**config.mk**
```make
export PLATFORM = sky130hd
export DESIGN_NAME = instr_fetch_stage
export DESIGN_NICKNAME = d
export VERILOG_FILES = /design/src/rtl/isa_pkg.sv /design/src/rtl/imm_gen.sv /design/src/rtl/instr_fetch_stage.sv
export SDC_FILE = /design/constraint.sdc
export NUM_CORES = 1
export LEC_CHECK = 0
export ABC_AREA = 1
export ABC_CLOCK_PERIOD_IN_PS = 4690
export CAP_MARGIN = 0
export CORE_UTILIZATION = 35
export DETAILED_ROUTE_END_ITERATION = 10
export HOLD_SLACK_MARGIN = 0.15
export PLACE_DENSITY = 0.71
export SYNTH_ARGS = -nofsm -noshare
export SYNTH_HDL_FRONTEND = slang
export SYNTH_SLANG_ARGS = --single-unit
```
**constraint.sdc**
```tcl
create_clock -name clk -period 4.69 [get_ports clk]
set_clock_uncertainty 0.15 [all_clocks]
set_input_delay 0.469 -clock clk [delete_from_list [all_inputs] [get_ports clk]]
set_output_delay 0.469 -clock clk [all_outputs]
set_load 0.05 [all_outputs]
```
**src/rtl/isa_pkg.sv**
```systemverilog
// Shared ISA definitions: opcodes, funct3 codes and the fetch-stage state encoding.
package isa_pkg;

  typedef enum logic [6:0] {
    OpBranch = 7'b1100011,  // BLE plus the AES ops
    OpSha    = 7'b1101111,
    OpReg    = 7'b0110011,
    OpImm    = 7'b0010011,
    OpLoad   = 7'b0000011,
    OpStore  = 7'b0100011
  } opcode_e;

  typedef enum logic [2:0] {
    F3RAdd = 3'b000,
    F3RSll = 3'b001,
    F3RXor = 3'b100,
    F3ROr  = 3'b110,
    F3RAnd = 3'b111
  } funct3_r_e;

  typedef enum logic [2:0] {
    F3IAddi = 3'b000,
    F3IXori = 3'b100,
    F3IOri  = 3'b110,
    F3IAndi = 3'b111
  } funct3_i_e;

  // AES ops share OpBranch with BLE; BLE owns funct3 = 011.
  typedef enum logic [2:0] {
    F3AesEnc = 3'b000,
    F3AesDec = 3'b001,
    F3AesKey = 3'b010
  } funct3_aes_e;

  typedef enum logic [2:0] {
    F3Sha256 = 3'b000,
    F3Sha512 = 3'b001
  } funct3_sha_e;

  localparam logic [2:0] F3Ble = 3'b011;

  typedef enum logic [1:0] {
    StIdle,
    StWait,
    StFull,
    StDiscard
  } fetch_state_e;

  function automatic logic is_legal_opcode(logic [6:0] op);
    return op inside {OpBranch, OpSha, OpReg, OpImm, OpLoad, OpStore};
  endfunction

endpackage

```
**src/rtl/imm_gen.sv**
```systemverilog
// Immediate extraction and opcode legality for a raw instruction word.
module imm_gen
  import isa_pkg::*;
(
  input  logic [31:0] instr_i,
  output logic [63:0] imm_o,
  output logic        illegal_o
);

  // Select the immediate format from the opcode; AES/SHA/R-type carry none.
  always_comb begin
    imm_o = '0;
    unique case (instr_i[6:0])
      OpImm, OpLoad: imm_o = {{52{instr_i[31]}}, instr_i[31:20]};
      OpStore:       imm_o = {{52{instr_i[31]}}, instr_i[31:25], instr_i[11:7]};
      OpBranch: begin
        if (instr_i[14:12] == F3Ble) begin
          imm_o = {{51{instr_i[31]}}, instr_i[31], instr_i[7], instr_i[30:25],
                   instr_i[11:8], 1'b0};
        end
      end
      default:       imm_o = '0;
    endcase
  end

  assign illegal_o = !is_legal_opcode(instr_i[6:0]);

endmodule

```
**src/rtl/instr_fetch_stage.sv**
```systemverilog
// Instruction fetch stage: owns the PC, keeps one imem request in flight and
// holds the returned word in the IF/ID register until the decoder takes it.
module instr_fetch_stage
  import isa_pkg::*;
#(
  parameter int unsigned     PC_W     = 64,
  parameter int unsigned     INSTR_W  = 32,
  parameter logic [PC_W-1:0] RESET_PC = '0
) (
  input  logic               clk,
  input  logic               rst_n,
  output logic               imem_req,
  output logic [PC_W-1:0]    imem_addr,
  input  logic               imem_rvalid,
  input  logic [INSTR_W-1:0] imem_rdata,
  input  logic               stall_i,
  input  logic               redirect_i,
  input  logic [PC_W-1:0]    redirect_pc_i,
  output logic               id_valid,
  output logic [PC_W-1:0]    id_pc,
  output logic [6:0]         opCode,
  output logic [2:0]         funct3,
  output logic [6:0]         funct7,
  output logic [4:0]         rd,
  output logic [4:0]         rs1,
  output logic [4:0]         rs2,
  output logic [63:0]        imm,
  output logic               illegal_o
);

  localparam logic [PC_W-1:0] PcStep = PC_W'(4);

  fetch_state_e        state_q, state_d;
  logic [PC_W-1:0]     pc_q, pc_d;
  logic                id_valid_q, id_valid_d;
  logic [PC_W-1:0]     id_pc_q, id_pc_d;
  logic [INSTR_W-1:0]  instr_q, instr_d;
  logic [63:0]         imm_q, imm_d;
  logic                illegal_q, illegal_d;

  logic [63:0]         gen_imm;
  logic                gen_illegal;
  logic                latch;
  logic                release_id;
  logic                req_raw;

  imm_gen u_imm_gen (
    .instr_i   (imem_rdata),
    .imm_o     (gen_imm),
    .illegal_o (gen_illegal)
  );

  // A response is kept only if it arrives in WAIT without a simultaneous redirect.
  assign latch      = (state_q == StWait) && imem_rvalid && !redirect_i;
  // Held instruction leaves the register when consumed or flushed by a redirect.
  assign release_id = (state_q == StFull) && (redirect_i || !stall_i);

  // State register.
  always_ff @(posedge clk or negedge rst_n) begin
    if (!rst_n) begin
      state_q <= StIdle;
    end else begin
      state_q <= state_d;
    end
  end

  // Next-state logic; redirect always wins over consumption or a returning response.
  always_comb begin
    state_d = state_q;
    unique case (state_q)
      StIdle: begin
        if (!redirect_i) state_d = StWait;
      end
      StWait: begin
        if (redirect_i)       state_d = imem_rvalid ? StIdle : StDiscard;
        else if (imem_rvalid) state_d = StFull;
      end
      StFull: begin
        if (redirect_i)    state_d = StIdle;
        else if (!stall_i) state_d = StWait;
      end
      StDiscard: begin
        if (imem_rvalid) state_d = StIdle;
      end
      default: state_d = StIdle;
    endcase
  end

  // Request generation; FULL refetches in the same cycle its instruction is consumed.
  always_comb begin
    req_raw = 1'b0;
    unique case (state_q)
      StIdle:  req_raw = !redirect_i;
      StFull:  req_raw = !redirect_i && !stall_i;
      default: req_raw = 1'b0;
    endcase
  end

  assign imem_req  = req_raw & rst_n;
  assign imem_addr = pc_q;

  // PC and IF/ID next-state.
  always_comb begin
    pc_d       = pc_q;
    id_valid_d = id_valid_q;
    id_pc_d    = id_pc_q;
    instr_d    = instr_q;
    imm_d      = imm_q;
    illegal_d  = illegal_q;

    if (redirect_i) begin
      pc_d = redirect_pc_i;
    end else if (latch) begin
      pc_d = pc_q + PcStep;
    end

    if (latch) begin
      id_valid_d = 1'b1;
      id_pc_d    = pc_q;
      instr_d    = imem_rdata;
      imm_d      = gen_imm;
      illegal_d  = gen_illegal;
    end else if (release_id) begin
      id_valid_d = 1'b0;
    end
  end

  // PC and IF/ID registers.
  always_ff @(posedge clk or negedge rst_n) begin
    if (!rst_n) begin
      pc_q       <= RESET_PC;
      id_valid_q <= 1'b0;
      id_pc_q    <= '0;
      instr_q    <= '0;
      imm_q      <= '0;
      illegal_q  <= 1'b0;
    end else begin
      pc_q       <= pc_d;
      id_valid_q <= id_valid_d;
      id_pc_q    <= id_pc_d;
      instr_q    <= instr_d;
      imm_q      <= imm_d;
      illegal_q  <= illegal_d;
    end
  end

  assign id_valid  = id_valid_q;
  assign id_pc     = id_pc_q;
  assign opCode    = instr_q[6:0];
  assign rd        = instr_q[11:7];
  assign funct3    = instr_q[14:12];
  assign rs1       = instr_q[19:15];
  assign rs2       = instr_q[24:20];
  assign funct7    = instr_q[31:25];
  assign imm       = imm_q;
  assign illegal_o = illegal_q;

endmodule

```
==> summary.md <==
| Metric | Value |
|---|---|
| Worst Hold End | `instr_q[25]$_DFFE_PN0P_` |
| DPL Wire Length | `27.5 mm` |
| DRC | `0` |
| Area growth from synthesis to layout | `39.0%` |
| Unrepaired setup endpoints after global routing | `no` |
| Layout cell share with drive strength beyond 1 | `5.20%` |
| Status | `finished clean` |
| Slew Limit Fails | `0` |
| Inserted Clock Buffers | `17` |
| Clock tree sinks | `177` |
| Die Wd | `169 um` |
| Post-layout minimum cycle time | `3070 ps` |
| Pin count of the biggest net entering global routing | `91` |
| H-Tree Depth | `4` |
| Synth Flop Type | `dfrtp_1` |
| Top cells by area, synth | `dfrtp_1 (45%), nand2_1 (17%), nor2_1 (6.5%)` |
| Total grt overflow | `0` |
| Pleak | `6.08 nW` |
| Fin crit share | `65.4%` |
| Number of global-route vias before repair | `9657` |
| Post-route ant nets | `0` |
| YS warnings | `0` |
| Setup crit start kind | `primary input` |
| Final wirelength | `36.4 mm` |
| Clock slew at reported path FFs | `70 ps` |
| Max VDD drop | `0.000374 V` |
| Switching Share | `50.6%` |
| Critical Path AT | `2450 ps` |
| Critical path class | `in2out` |
| Synthesis-stage register bit count | `177` |
| Worst reg-to-reg setup slack | `2030 ps` |
| Combinational Power Share | `51.9%` |
| Hold path depth | `2` |
| Routability cong. | `0.943` |
| N_diodes | `0` |
| Hold Violations, Final | `0` |
| Initial antenna violation count | `0` |
| Layout Nets | `1705` |
| Number of max-cap violations | `0` |
| Die area | `28700 um2` |
| Clk buf depth | `2` |
| Worst path required time | `4070 ps` |
| Mapped Cells | `1343` |
| Initial Util | `36.0%` |
| CTS tree | `built` |
| Post-Syn Area | `9800 um2` |
| Root buffer cell | `clkbuf_16` |
| IO Count | `328` |
| Core box area | `27300 um2` |
| Final setup viols | `0` |
| Port buffer count | `327` |
| Rows | `60` |
| Internal power | `4.15 mW` |
| Initial DRC count | `1248` |
| EDFF count, synth | `0` |
| Crit Path Max Fanout | `40` |
| Clk pwr share | `17.7%` |
| Switch Pwr | `4.26 mW` |
| Final TNS setup | `0 ps` |
| PwrDens | `617 nW/um2` |
| Register area share after synthesis | `45.2%` |
| First-pass GRT wire length | `55.6 mm` |
| Wire per inst | `18.3 um` |
| Worst slew pin tran | `946 ps` |
| Rel. slew slack | `36.9%` |
| Via/cell ratio | `5.05` |
| Worst hold slack | `324 ps` |
| DR vias | `10000` |
| Placed cells | `1955` |
| Syn avg cell area | `7.30 um2` |
| FF-to-FF path depth | `7` |
| FF-to-FF Start | `state_q[1]$_DFFE_PN0P_` |
| Flop pwr share | `30.4%` |
| CP Capture Type | `output pin` |
| Pre-antenna DRT Iters | `6` |
| Reg2reg end | `illegal_o$_DFFE_PN0P_` |
| Max frequency | `326 MHz` |
| Post-synth top area cell | `dfrtp_1` |
| Synth Net Count | `1445` |
| Yosys top cell area share | `45.2%` |
| Async S/R FF share, synth | `100%` |
| Cell variety after synth | `43` |
| HP Class | `reg2reg` |
| Die Ht | `169 um` |
| Worst min-delay path startpoint | `instr_q[25]$_DFFE_PN0P_` |
| Worst-Skew Late Latency | `440 ps` |
| Post-route insts no fill | `1988` |
| Total GRT Usage | `25.5%` |
==> kinds of logic after synthesis <==
kind of cell               after synthesis  share of synthesized area (%)
AOI/OAI and AO/OA                      169                           9.90
xor gates and xnor gates                 4                          0.357
adders and majority gates                1                          0.128
buffers and inverters                  219                           10.7
DFF                                    177                           45.2
and+or+nand+nor                        773                           33.7
==> cell usage in the layout (no fill, tap or decap), types with 3 or more instances in the layout <==
master and n:
nand2_1 439, clkdlybuf4s50_1 325, dfrtp_1 177, nor2_1 169, inv_1 119, nand3_1 76, o21ai_0 57, o21ai_1 46
nand4_1 25, a21oi_1 22, clkbuf_16 17, nor3_1 14, nand3b_1 13, nor2_2 11, nor2_4 9, o211ai_1 9
buf_4 9, nand2_2 7, o21a_1 7, o2111ai_1 6, a22oi_1 5, xor2_1 4, inv_8 4, inv_2 3
nand2_4 3, o22ai_1 3, a31oi_1 3, inv_6 3
==> per-stage QoR <==
stage / power, mW / util, % / cell area, um2 / setup WS [ps]
finish: 8.41 / 50.0 / 13600 / 1620
global route: 8.80 / 50.0 / 13600 / 1500
CTS: 8.45 / 50.0 / 13600 / 1580
detailed placement: 6.96 / 47.8 / 13000 / 1630
global placement: 6.90 / 47.8 / 13000 / 1650
floorplan: 5.28 / - / 9800 / 2320
==> power by group through the flow <==
stage	Sequential [mW]	Combinational, mW	Clock [mW]
floorplan	4.27	1.01	0
global placement	2.57	4.33	0
detailed placement	2.57	4.39	0
CTS	2.55	4.40	1.50
global route	2.63	4.61	1.57
finish	2.56	4.36	1.49
==> repair_timing <==
action | CTS | global route
hold endpoints to repair | 51 | 0
hold buffers | 1 | 0
endpoints found under the setup margin | 0 | 0
gates resized for setup | 0 | 0
buffers inserted | 0 | 0
==> worst max-delay path, stage by stage <==
cell and delay [ps]:
buf_2 490, buf_4 530, nor2_1 140, nand2_1 80, nor2_1 50, clkdlybuf4s50_1 690
==> flip-flops by register name (all words and copies together), names as in the netlist <==
| name | flops |
|---|---|
| imm | 13 |
| illegal_o | 1 |
| id_pc | 64 |
| instr_q | 32 |
| id_valid | 1 |
| state_q | 2 |
| imem_addr | 64 |
==> area by class of cell <==
cell class / instances / area (um2)
fill: 2689 / 13600
timing repair buffer: 337 / 3350
inverter: 123 / 464
clock buffer: 17 / 425
sequential: 177 / 4430
clock inverter: 15 / 171
multi-input combinational: 947 / 4320
tap: 372 / 465
==> how the worst max path moves through the flow <==
| stage | startpoint | to | cells after the start |
|---|---|---|---|
| 4_1_cts | rst_n | imem_req | 5 |
| 3_5_place_dp | imem_rvalid | instr_q[6]$_DFFE_PN0P_ | 7 |
| 6_report | redirect_i | imem_req | 6 |
| 2_1_floorplan | imm[62]$_DFFE_PN0P_ | imm[13] | 1 |
| 3_3_place_gp | redirect_i | imem_req | 6 |
| 5_1_grt | rst_n | imem_req | 5 |
==> synthesized netlist by cell type (2+ instances only) <==
| cell type | n |
|---|---|
| a211oi_1 | 2 |
| a21oi_1 | 22 |
| a22oi_1 | 5 |
| a311oi_1 | 2 |
| a31oi_1 | 3 |
| buf_1 | 5 |
| buf_2 | 24 |
| buf_4 | 51 |
| clkbuf_1 | 15 |
| dfrtp_1 | 177 |
| inv_1 | 119 |
| inv_2 | 4 |
| nand2_1 | 439 |
| nand2_2 | 7 |
| nand2_4 | 3 |
| nand3_1 | 76 |
| nand3_2 | 2 |
| nand3b_1 | 13 |
| nand4_1 | 25 |
| nor2_1 | 169 |
| nor2_2 | 11 |
| nor2_4 | 9 |
| nor3_1 | 14 |
| o2111ai_1 | 6 |
| o211ai_1 | 9 |
| o21a_1 | 7 |
| o21ai_0 | 57 |
| o21ai_1 | 46 |
| o22ai_1 | 3 |
| o31ai_2 | 2 |
| xor2_1 | 4 |
==> metal layers <==
metal  wire [um]  share of wire [%]  GRT usage (%)
met5           0                  0              0
met4        1060                2.9           8.58
met3        2680                7.4           4.87
met2       17200                 47           42.5
met1       15400                 42           33.0
(Power assumes the default switching activity.)
